**config.mk**
```make
export PLATFORM = sky130hd
export DESIGN_NAME = dma_controller_xfer
export DESIGN_NICKNAME = d
export VERILOG_FILES = /design/src/rtl/dma_controller_xfer_pkg.sv /design/src/rtl/dma_controller_xfer_ctx.sv /design/src/rtl/dma_controller_xfer.sv
export SDC_FILE = /design/constraint.sdc
export NUM_CORES = 1
export LEC_CHECK = 0
export CORE_ASPECT_RATIO = 0.6
export CORE_MARGIN = 2
export CORE_UTILIZATION = 30
export DETAILED_ROUTE_END_ITERATION = 10
export SLEW_MARGIN = 20
export SYNTH_ARGS = -nofsm -noshare
export SYNTH_HDL_FRONTEND = slang
export SYNTH_SLANG_ARGS = --single-unit
```
**constraint.sdc**
```tcl
create_clock -name clk_i -period 15.9 [get_ports clk_i]
set_clock_uncertainty 0.1 [all_clocks]
set_input_delay 3.18 -clock clk_i [delete_from_list [all_inputs] [get_ports clk_i]]
set_output_delay 3.18 -clock clk_i [all_outputs]
set_load 0.02 [all_outputs]
```
**src/rtl/dma_controller_xfer_pkg.sv**
```systemverilog
`default_nettype none
// ============================================================================
// Module      : dma_controller_pkg
// Description : Shared types for the DMA transfer engine: FSM state encoding
//               and the per-channel context record (src, dst, remaining).
// Revision    : 1.0 - initial release
// ============================================================================
package dma_controller_pkg;

    localparam int unsigned DMA_ADDR_W = 32;
    localparam int unsigned DMA_CNT_W  = 16;

    typedef enum logic [1:0] {
        XFER_IDLE = 2'd0,
        XFER_RD   = 2'd1,
        XFER_WR   = 2'd2,
        XFER_UPD  = 2'd3
    } xfer_state_e;

    typedef struct packed {
        logic [DMA_ADDR_W-1:0] src;
        logic [DMA_ADDR_W-1:0] dst;
        logic [DMA_CNT_W-1:0]  remaining;
    } chan_ctx_t;

endpackage
`default_nettype wire

```
**src/rtl/dma_controller_xfer_ctx.sv**
```systemverilog
`default_nettype none
// ============================================================================
// Module      : dma_controller_xfer_ctx
// Description : Per-channel context register file. A load pulse copies the
//               channel configuration; an update advances the active channel.
// Revision    : 1.0 - initial release
// ============================================================================
module dma_controller_xfer_ctx
    import dma_controller_pkg::*;
#(
    parameter int CHANNELS_AMOUNT = 4,
    parameter int CHANNEL_CNT_W   = $clog2(CHANNELS_AMOUNT),
    parameter int DATA_W          = 32
) (
    input  logic                                       clk_i,
    input  logic                                       rst_i,
    input  logic [CHANNELS_AMOUNT-1:0]                 ld_i,
    input  logic [CHANNELS_AMOUNT-1:0][DMA_ADDR_W-1:0] cfg_src_addr_i,
    input  logic [CHANNELS_AMOUNT-1:0][DMA_ADDR_W-1:0] cfg_dst_addr_i,
    input  logic [CHANNELS_AMOUNT-1:0][DMA_CNT_W-1:0]  cfg_cnt_i,
    input  logic [CHANNELS_AMOUNT-1:0]                 cfg_src_inc_i,
    input  logic [CHANNELS_AMOUNT-1:0]                 cfg_dst_inc_i,
    input  logic [CHANNELS_AMOUNT-1:0]                 circ_i,
    input  logic                                       upd_i,
    input  logic [CHANNEL_CNT_W-1:0]                   upd_ch_i,
    output chan_ctx_t                                  ctx_o [CHANNELS_AMOUNT]
);

    localparam logic [DMA_ADDR_W-1:0] ADDR_STEP = DMA_ADDR_W'(DATA_W / 8);
    localparam logic [DMA_CNT_W-1:0]  CNT_ONE   = DMA_CNT_W'(1);

    for (genvar i = 0; i < CHANNELS_AMOUNT; i++) begin : g_chan
        chan_ctx_t ctx_q;
        chan_ctx_t cfg_ctx;
        logic      hit;

        assign hit     = upd_i && (upd_ch_i == CHANNEL_CNT_W'(i));
        assign cfg_ctx = '{src: cfg_src_addr_i[i], dst: cfg_dst_addr_i[i], remaining: cfg_cnt_i[i]};
        assign ctx_o[i] = ctx_q;

        // A load on the same cycle as this channel's update takes priority.
        always_ff @(posedge clk_i or posedge rst_i) begin
            if (rst_i) begin
                ctx_q <= '0;
            end else if (ld_i[i]) begin
                ctx_q <= cfg_ctx;
            end else if (hit) begin
                if ((ctx_q.remaining == CNT_ONE) && circ_i[i]) begin
                    ctx_q <= cfg_ctx;
                end else begin
                    if (ctx_q.remaining != '0) begin
                        ctx_q.remaining <= ctx_q.remaining - CNT_ONE;
                    end
                    if (cfg_src_inc_i[i]) begin
                        ctx_q.src <= ctx_q.src + ADDR_STEP;
                    end
                    if (cfg_dst_inc_i[i]) begin
                        ctx_q.dst <= ctx_q.dst + ADDR_STEP;
                    end
                end
            end
        end
    end

endmodule
`default_nettype wire

```
**src/rtl/dma_controller_xfer.sv**
```systemverilog
`default_nettype none
// ============================================================================
// Module      : dma_controller_xfer
// Description : Single-beat-per-grant DMA transfer engine (read, write, update).
//               Circular reload is compiled in with DMA_CONTROLLER_XFER_CIRC_EN.
//               Context widths follow DMA_ADDR_W / DMA_CNT_W of the package.
// Revision    : 1.0 - initial release
// ============================================================================
module dma_controller_xfer
    import dma_controller_pkg::*;
#(
    parameter int CHANNELS_AMOUNT = 4,
    parameter int CHANNEL_CNT_W   = $clog2(CHANNELS_AMOUNT),
    parameter int ADDR_W          = DMA_ADDR_W,
    parameter int DATA_W          = 32,
    parameter int CNT_W           = DMA_CNT_W
) (
    input  logic                                   clk_i,
    input  logic                                   rst_i,
    input  logic                                   req_valid_i,
    input  logic [CHANNEL_CNT_W-1:0]               req_num_i,
    output logic                                   ready_o,
    input  logic [CHANNELS_AMOUNT-1:0]             ld_i,
    input  logic [CHANNELS_AMOUNT-1:0][ADDR_W-1:0] cfg_src_addr_i,
    input  logic [CHANNELS_AMOUNT-1:0][ADDR_W-1:0] cfg_dst_addr_i,
    input  logic [CHANNELS_AMOUNT-1:0][CNT_W-1:0]  cfg_cnt_i,
    input  logic [CHANNELS_AMOUNT-1:0]             cfg_src_inc_i,
    input  logic [CHANNELS_AMOUNT-1:0]             cfg_dst_inc_i,
    input  logic [CHANNELS_AMOUNT-1:0]             cfg_circ_i,
    input  logic [CHANNELS_AMOUNT-1:0]             cfg_en_i,
    output logic                                   rd_req_o,
    output logic [ADDR_W-1:0]                      rd_addr_o,
    input  logic                                   rd_ack_i,
    input  logic [DATA_W-1:0]                      rd_data_i,
    output logic                                   wr_req_o,
    output logic [ADDR_W-1:0]                      wr_addr_o,
    output logic [DATA_W-1:0]                      wr_data_o,
    input  logic                                   wr_ack_i,
    output logic [CHANNELS_AMOUNT-1:0]             tc_o,
    output logic [CHANNELS_AMOUNT-1:0]             err_o,
    output logic                                   busy_o
);

    localparam logic [1:0] ST_IDLE = XFER_IDLE;
    localparam logic [1:0] ST_RD   = XFER_RD;
    localparam logic [1:0] ST_WR   = XFER_WR;
    localparam logic [1:0] ST_UPD  = XFER_UPD;

    logic [1:0]                 state;
    logic [CHANNEL_CNT_W-1:0]   cur_ch;
    logic [DATA_W-1:0]          data_q;
    logic [CHANNELS_AMOUNT-1:0] tc_q;
    logic [CHANNELS_AMOUNT-1:0] err_q;
    logic [CHANNELS_AMOUNT-1:0] circ;
    chan_ctx_t                  ctx [CHANNELS_AMOUNT];
    chan_ctx_t                  cur_ctx;
    logic                       grant_ok;

`ifdef DMA_CONTROLLER_XFER_CIRC_EN
    assign circ = cfg_circ_i;
`else
    logic unused_circ;
    assign circ        = '0;
    assign unused_circ = ^cfg_circ_i;
`endif

    dma_controller_xfer_ctx #(
        .CHANNELS_AMOUNT (CHANNELS_AMOUNT),
        .CHANNEL_CNT_W   (CHANNEL_CNT_W),
        .DATA_W          (DATA_W)
    ) u_ctx (
        .clk_i          (clk_i),
        .rst_i          (rst_i),
        .ld_i           (ld_i),
        .cfg_src_addr_i (cfg_src_addr_i),
        .cfg_dst_addr_i (cfg_dst_addr_i),
        .cfg_cnt_i      (cfg_cnt_i),
        .cfg_src_inc_i  (cfg_src_inc_i),
        .cfg_dst_inc_i  (cfg_dst_inc_i),
        .circ_i         (circ),
        .upd_i          (state == ST_UPD),
        .upd_ch_i       (cur_ch),
        .ctx_o          (ctx)
    );

    assign cur_ctx  = ctx[cur_ch];
    assign grant_ok = cfg_en_i[req_num_i] && (ctx[req_num_i].remaining != '0);

    always_ff @(posedge clk_i or posedge rst_i) begin
        if (rst_i) begin
            state  <= ST_IDLE;
            cur_ch <= '0;
            data_q <= '0;
            tc_q   <= '0;
            err_q  <= '0;
        end else begin
            tc_q  <= '0;
            err_q <= '0;
            case (state)
                ST_IDLE: begin
                    // A grant that cannot be serviced is consumed and flagged.
                    if (req_valid_i) begin
                        if (grant_ok) begin
                            cur_ch <= req_num_i;
                            state  <= ST_RD;
                        end else begin
                            err_q <= CHANNELS_AMOUNT'(1) << req_num_i;
                        end
                    end
                end
                ST_RD: begin
                    if (rd_ack_i) begin
                        data_q <= rd_data_i;
                        state  <= ST_WR;
                    end
                end
                ST_WR: begin
                    if (wr_ack_i) begin
                        state <= ST_UPD;
                    end
                end
                ST_UPD: begin
                    state <= ST_IDLE;
                    if (cur_ctx.remaining == DMA_CNT_W'(1)) begin
                        tc_q <= CHANNELS_AMOUNT'(1) << cur_ch;
                    end
                end
                default: state <= ST_IDLE;
            endcase
        end
    end

    assign ready_o   = (state == ST_IDLE);
    assign busy_o    = !ready_o;
    assign rd_req_o  = (state == ST_RD);
    assign wr_req_o  = (state == ST_WR);
    assign rd_addr_o = cur_ctx.src;
    assign wr_addr_o = cur_ctx.dst;
    assign wr_data_o = data_q;
    assign tc_o      = tc_q;
    assign err_o     = err_q;

endmodule
`default_nettype wire

```
Word level (Yosys, flattened, before mapping)
Index checks and enable logic that the tools add are counted.

cells by class
  add/subtract/negate cells = 12
  multiply operators = 0
  div/mod/pow operators = 0
  $lt $le $gt $ge = 3
  eq/ne operators = 11
  shift operators = 2
  muxes and demuxes = 38
  bitwise gates (word level) = 2
  reductions and logical operators = 44

operators by type and width
  cell                   number
  $mux 80                10
  $bmux 80 s2            2
  $add 32x3->32 const B  8
  $mux 32                8
  $mux 16                6
  $reduce_bool 16->1     5
  $sub 16x1->16 const B  4
  $reduce_bool 2->1      16
  $reduce_and 2->1       13
  $mux 4                 5
  $eq 16x1->1 const B    1
  $eq 2x2->1 const B     4
  $mux 2                 4
  $pmux 2 s4             1
  $shl 1x2->4 const A    2
  $ge 3x3->1 const B     2
  $ne 2x1->1 const B     3
  $not 2->3              2
  $logic_and 1x1->1      5
  $eq 2x1->1 const B     2
  $logic_not 2->1        2
  $reduce_and 4->1       1
  $lt 2x3->1 const B     1
  $reduce_and 3->1       1
  4 further kinds        4

word-level totals
  register bits after elaboration = 364
  latch bits = 0
  memory bits (writable) = 0
  ROM bits = 0
  output and inout bits = 108
  word-level logic and storage cells = 129
  memories kept = 0

Longest topological paths before layout
Gate-level depths: netlist of run 1.

  depth after elaboration = 9
  depth in mapped cells = 10
  depth with buffers taken out = 8

Cells and area by module
A second synthesis of run 1 with hierarchy kept.

second synthesis, totals
  cell total of the unflattened synthesis = 2733
  area total of the unflattened synthesis = 23436.2 sq um

modules (own cells, without submodules)
  module                   instances  cells each  area an instance (sq um)  seq. area each (sq um)
  dma_controller_xfer_ctx  1          2496        19870.3                   8007.7
  dma_controller_xfer      1          237         3565.9                    1101.1

Least setup slack after synthesis of run 1
No wires, ideal clock.

  path type = flip-flop to output port
  from = reg cur_ch[1]
  to = out wr_addr_o[21]
  arrival time = 2.075 ns
  required time = 12.620 ns
  slack = 10.545 ns
  stages on the path, launching flop included = 5
  cell sequence = dfrtp_1 -> buf_2 -> buf_1 -> buf_2 -> mux4_2

between the ends
  word-level cells in the longest chain between the ends = 4

ends and longest elaborated chain
  item                                        RTL line                    source
  start: declaration                          dma_controller_xfer.sv:50   logic [CHANNEL_CNT_W-1:0] cur_ch;
  start signal: assignment                    dma_controller_xfer.sv:104  cur_ch <= req_num_i;
  $not 2->3 (implied by the code)             dma_controller_xfer.sv:86   assign cur_ctx = ctx[cur_ch];
  $bmux 80 s2                                 dma_controller_xfer.sv:86
  $mux 80 (implied by the code) (2 in a row)  dma_controller_xfer.sv:86
  end: declaration                            dma_controller_xfer.sv:36   output logic [ADDR_W-1:0] wr_addr_o,

No other way between the ends. The select of a mux whose other input is x is not followed.

Worst setup path after layout of run 1
  from = reg cur_ch[1]
  to = out rd_addr_o[2]

between the ends
  word-level cells in the longest chain between the ends = 4

ends and longest elaborated chain
  item                                        RTL line                   source
  $not 2->3 (implied by the code)             dma_controller_xfer.sv:86
  $bmux 80 s2                                 dma_controller_xfer.sv:86
  $mux 80 (implied by the code) (2 in a row)  dma_controller_xfer.sv:86
  end: declaration                            dma_controller_xfer.sv:32  output logic [ADDR_W-1:0] rd_addr_o,

No other way between the ends. The select of a mux whose other input is x is not followed.

==> results of run 1 <==
placed cells by master (no fill, tap or decap), drive strengths merged, types with 10 or more instances in the layout:
master / instances
and2: 10
dfrtp: 364
inv: 39
nor2b: 14
and3: 34
nand4: 69
nand2: 379
nor3: 46
mux2: 67
and4: 29
or4: 11
nor2: 101
xor2: 144
o21ai: 286
ha: 20
nand3: 88
clkdlybuf4s50: 478
buf: 22
clkbuf: 57
mux4: 66
xnor2: 142
nor4: 26
power breakdown:
group | switching, uW | internal [uW] | total, uW
clock | 420 | 570 | 990
sequential | 184 | 1050 | 1240
combinational | 564 | 620 | 1180
per-stage QoR:
| step | hold slack (ns) | worst slack (ns) | area [sq um] |
|---|---|---|---|
| finish | 0.403 | 9.21 | 27600 |
| global placement | 0.387 | 9.64 | 26200 |
| detailed placement | 0.392 | 9.58 | 26200 |
| floorplan | 0.375 | 2.52 | 20500 |
| CTS | 0.405 | 9.11 | 27500 |
| global route | 0.417 | 9.02 | 27600 |
worst min-delay path by stage:
stage | startpoint | depth (start not counted) | end | slack [ns]
floorplan | u_ctx.ctx_o[128]$_DFFE_PP0P_ | 1 | u_ctx.ctx_o[128]$_DFFE_PP0P_ | 0.38
global placement | u_ctx.ctx_o[49]$_DFFE_PP0P_ | 1 | u_ctx.ctx_o[49]$_DFFE_PP0P_ | 0.39
detailed placement | wr_data_o[17]$_DFFE_PP0P_ | 1 | wr_data_o[17]$_DFFE_PP0P_ | 0.39
CTS | wr_data_o[17]$_DFFE_PP0P_ | 1 | wr_data_o[17]$_DFFE_PP0P_ | 0.41
global route | wr_data_o[9]$_DFFE_PP0P_ | 1 | wr_data_o[9]$_DFFE_PP0P_ | 0.42
finish | wr_data_o[31]$_DFFE_PP0P_ | 1 | wr_data_o[31]$_DFFE_PP0P_ | 0.40
registers in the layout (all words and copies together), names as in the netlist:
register	count
err_o	4
tc_o	4
cur_ch	2
state	2
wr_data_o	32
u_ctx.ctx_o	320
logic make-up after synthesis:
kind of cell    count (synthesis)  share of synthesized area [%]
compound gates                311                           7.89
xor+xnor                      286                           12.2
fa+ha+maj                      20                           1.22
buf+inv                       144                           2.83
flops                         364                           44.4
mux                           141                           11.3
simple gates                  841                           20.1
routing by layer:
metal / track usage [%] / share of wire [%]
met1: 30.6 / 48
met2: 29.3 / 42
met3: 5.35 / 8.1
met4: 4.63 / 1.6
met5: 0 / 0.073
layout make-up:
cell class / count / area share (%)
antenna: 4 / 0.0363
multi-input combinational: 1599 / 39.3
sequential: 364 / 33.1
inverter: 37 / 0.531
clock buffer: 57 / 4.31
timing repair buffer: 500 / 18.0
clock inverter: 14 / 0.563
tap: 912 / 4.14
worst max-delay path, stage by stage, from the launching register on:
cell             delay, ns
dfrtp_4               0.86
buf_4                 0.70
mux4_2                0.65
clkdlybuf4s50_1       0.58
synth_stat cells (all sizes together), types with 3 or more instances:
cell type  number  area [sq um]
nand2         379          1420
dfrtp         364          9110
o21ai         286          1430
xor2          144          1260
xnor2         142          1240
nor2          101           379
nand3          88           440
clkbuf         83           322
nand4          69           432
mux2           67           754
mux4           66          1490
nor3           46           230
inv            37           139
and3           34           213
and4           29           254
nor4           26           220
buf            22           101
ha             20           250
nor2b          14          87.6
or4            11          90.1
and2           10          62.6
mux2i           8          80.1
a21oi           7          35.0
nand3b          7          52.6
or3             6          42.5
nor3b           5          37.5
a211oi          4          30.0
nand4b          4          50.1
a311oi          3          26.3
a31oi           3          18.8
==> results.cfg, run 1 <==
[worst_setup_path]
start_kind = flop
rr_startpoint = cur_ch[1]$_DFFE_PP0P_
worstPathArrival_ns = 3.41
path_class = reg -> out
ff2ff_path_depth = 7
cp.required_ns = 12.62
crit_path_max_fanout = 40
r2r_end = u_ctx.ctx_o[79]$_DFFE_PP0P_
rrSetupSlack_ns = 11.45
setup.worst_path.start = cur_ch[1]$_DFFE_PP0P_
cp-endpoint = rd_addr_o[2]
end_kind = output pin

[power]
power.total_uw = 3410
power_density_mw_per_mm2 = 124
ir_drop_v = 0.000103
power.leakage_uw = 0.0105

[cts]
clock_latency_ns = 0.59
cts-buffers-inserted = 41
cts_resized = 0
cts_root_buf = clkbuf_16
postCtsHoldBufs = 0
cts.sinks = 364
h-tree-depth = 2
cts_tree = done
max-clock-path-buffers = 3
post-cts-setup-buffers = 0
cts.reportedPaths.clkPinSlew_ns = 0.06

[yosys]
ys.flop_type = dfrtp_1
yosysUniqueCellTypes = 59
yosysWarnings = 0
syn_area_sq_mm = 0.0205
avgSynthCellArea_sq_um = 9.73
syn_nets = 2506
yosysSeqAreaShare_pct = 44.4
synth-edff-count = 0
synth-seq-cells = 364
synthArstFlopShare_pct = 100
synth_cells = 2107

[floorplanning]
die_x_um = 342
core_sq_mm = 0.0679
initial_core_util_pct = 30.2
boundaryPins = 487
row_count = 74
die_y_um = 207
design.die.area_sq_mm = 0.0705

[detailed_routing]
post_drt_wl_per_cell_um = 21.1
drtPass1Iterations = 5
num_vias = 18000
routed_wl_um = 73500
viasPerCell = 5.15
drt_iter0_drc = 1214
drc = 0
drtAntennaViolNets = 0

[timing]
finalSetupViolations = 0
final_hold_viol_count = 0
period_share_pct = 42.1
worst_slew_pin_slew_ns = 1.10
setup_tns_ns = 0
fmax_ghz = 0.149
max_slew_margin_pct = 26.0
maxSlewViolCount = 0
rsz0062_at_grt = false
timing.final.crit_period_ns = 6.69

[place]
gp_congestion = 0.879
dpl.hpwl_um = 54900
dp_cells = 3411
port_buffers = 482

[grt]
track_usage_pct = 20.4
overflow = 0
grt_pass1_vias = 18100
grt_pass1_wl_um = 110000
antenna_found_initial = 6
grt_max_degree = 93

[finish]
area_delta_synth_final_pct = 34.4
fillerInstances = 6588
finalNetCount = 2942
drive_gt1_share_pct = 9.26
final_util_pct = 40.6
multi_input_area_sq_mm = 0.0108
instances_no_fill = 3487
ff_latch_area_sq_mm = 0.00912

[min_path]
holdCritPathClass = reg -> reg

[run]
max-cap-violations = 0

[outcome]
status = finished clean
Power figures use the tool's default switching activity.
==> inputs of run 2 (changes only) <==
Clock period 15.9 ns to 5.79 ns, I/O delays scaled along.
==> results.cfg, run 2 (same netlist as run 1, synthesis figures left out) <==
[outcome]
status = finished clean

[finish]
final_util_pct = 40.8
ff_latch_area_sq_mm = 0.00912
area_delta_synth_final_pct = 34.9
finalNetCount = 2946
mostFrequentLayoutCells = clkdlybuf4s50_1 (478), nand2_1 (379), dfrtp_1 (362)
final_common_cell = clkdlybuf4s50_1
fillerInstances = 6515
largest_register_ffs = 320
drive_gt1_share_pct = 9.46
multi_input_area_sq_mm = 0.0109

[worst_setup_path]
crit_path_max_fanout = 50
end_kind = output pin
start_kind = flop
critical_path.slowest_cell = dfrtp_4
cp_top_family = buffers and inverters
critPathBufInv = 2
path_class = reg -> out
cpPeakStageDelay_ns = 1.01
path_cells = buf_4 > mux4_2 > clkdlybuf4s50_1
cp.required_ns = 4.53
worstPathArrival_ns = 3.28

[detailed_routing]
drt_iter0_drc = 1352
num_vias = 18000
drtPass1Iterations = 5
drc = 0
post_drt_wl_per_cell_um = 20.8
routed_wl_um = 72600
drtAntennaViolNets = 0
viasPerCell = 5.14

[timing]
fmax_ghz = 0.220
final_hold_viol_count = 0
max_slew_margin_pct = 29.6
finalSetupViolations = 0
timing.final.crit_period_ns = 4.54
worst_slew_pin_slew_ns = 1.05
rsz0062_at_grt = false
fin_hold_ws_ns = 0.403
maxSlewViolCount = 0
period_share_pct = 78.4

[floorplanning]
design.die.area_sq_mm = 0.0705
row_count = 74
die_y_um = 207
die_x_um = 342
boundaryPins = 487
core_sq_mm = 0.0679
initial_core_util_pct = 30.2

[power]
power.leakage_uw = 0.0105
power.total_uw = 9400
power_density_mw_per_mm2 = 340
ir_drop_v = 0.000214

[cts]
clock_latency_ns = 0.57
post-cts-setup-buffers = 0
cts.reportedPaths.clkPinSlew_ns = 0.06
h-tree-depth = 2
max-clock-path-buffers = 3
cts_resized = 0
cts-buffers-inserted = 41
postCtsHoldBufs = 0
cts_root_buf = clkbuf_16
cts_tree = done
cts.sinks = 364

[place]
dpl.hpwl_um = 55100
gp_congestion = 0.916
port_buffers = 482

[grt]
grt_pass1_vias = 18000
grt_pass1_wl_um = 110000
antenna_found_initial = 7
track_usage_pct = 20.2
overflow = 0
grt_max_degree = 131

[run]
max-cap-violations = 0

[min_path]
holdCritPathClass = reg -> reg
## run 2: worst paths after layout
check,from,end,slack [ns],cells after the start
max in group asynchronous,rst_i,u_ctx.ctx_o[51]$_DFFE_PP0P_,3.50,3
min reg2reg,wr_data_o[10]$_DFFE_PP0P_,wr_data_o[10]$_DFFE_PP0P_,0.40,1
max,cur_ch[0]$_DFFE_PP0P_,wr_addr_o[30],1.25,3
min in group asynchronous,rst_i,u_ctx.ctx_o[23]$_DFFE_PP0P_,0.91,2
max reg2reg,cur_ch[0]$_DFFE_PP0P_,u_ctx.ctx_o[45]$_DFFE_PP0P_,2.04,7
min,wr_data_o[10]$_DFFE_PP0P_,wr_data_o[10]$_DFFE_PP0P_,0.40,1
## run 2: report_power, final
part / total [uW] / switching [uW] / internal, uW
Sequential: 3420 / 527 / 2900
Combinational: 3230 / 1510 / 1720
Clock: 2750 / 1160 / 1590
Total: 9400 / 3190 / 6200
## run 2: cell type report
type | count | area share, %
Multi-Input combinational cell | 1599 | 39.2
Sequential cell | 364 | 32.9
Timing Repair Buffer | 504 | 18.2
Clock buffer | 60 | 4.37
Tap cell | 912 | 4.12
Clock inverter | 14 | 0.583
Inverter | 37 | 0.515
Antenna cell | 5 | 0.0452
## run 2: through the flow
step / area, sq um / setup WS (ns) / setup TNS (ns) / cells
6_report: 27700 / 1.25 / 0 / 3495
5_1_grt: 27700 / 1.15 / 0 / 3491
4_1_cts: 27700 / 1.26 / 0 / 3490
3_5_place_dp: 26300 / 1.85 / 0 / 3416
3_3_place_gp: 26300 / 1.87 / 0 / 3416
2_1_floorplan: 20500 / -0.350 / -127.48 / 2107
## run 2: metal layers
metal / track usage (%) / wire length [um] / vias up
li1: - / - / 8276
met1: 30.0 / 34600 / 8985
met2: 29.3 / 30900 / 628
met3: 5.36 / 5900 / 84
met4: 4.07 / 1150 / 6
met5: 0 / 41 / -
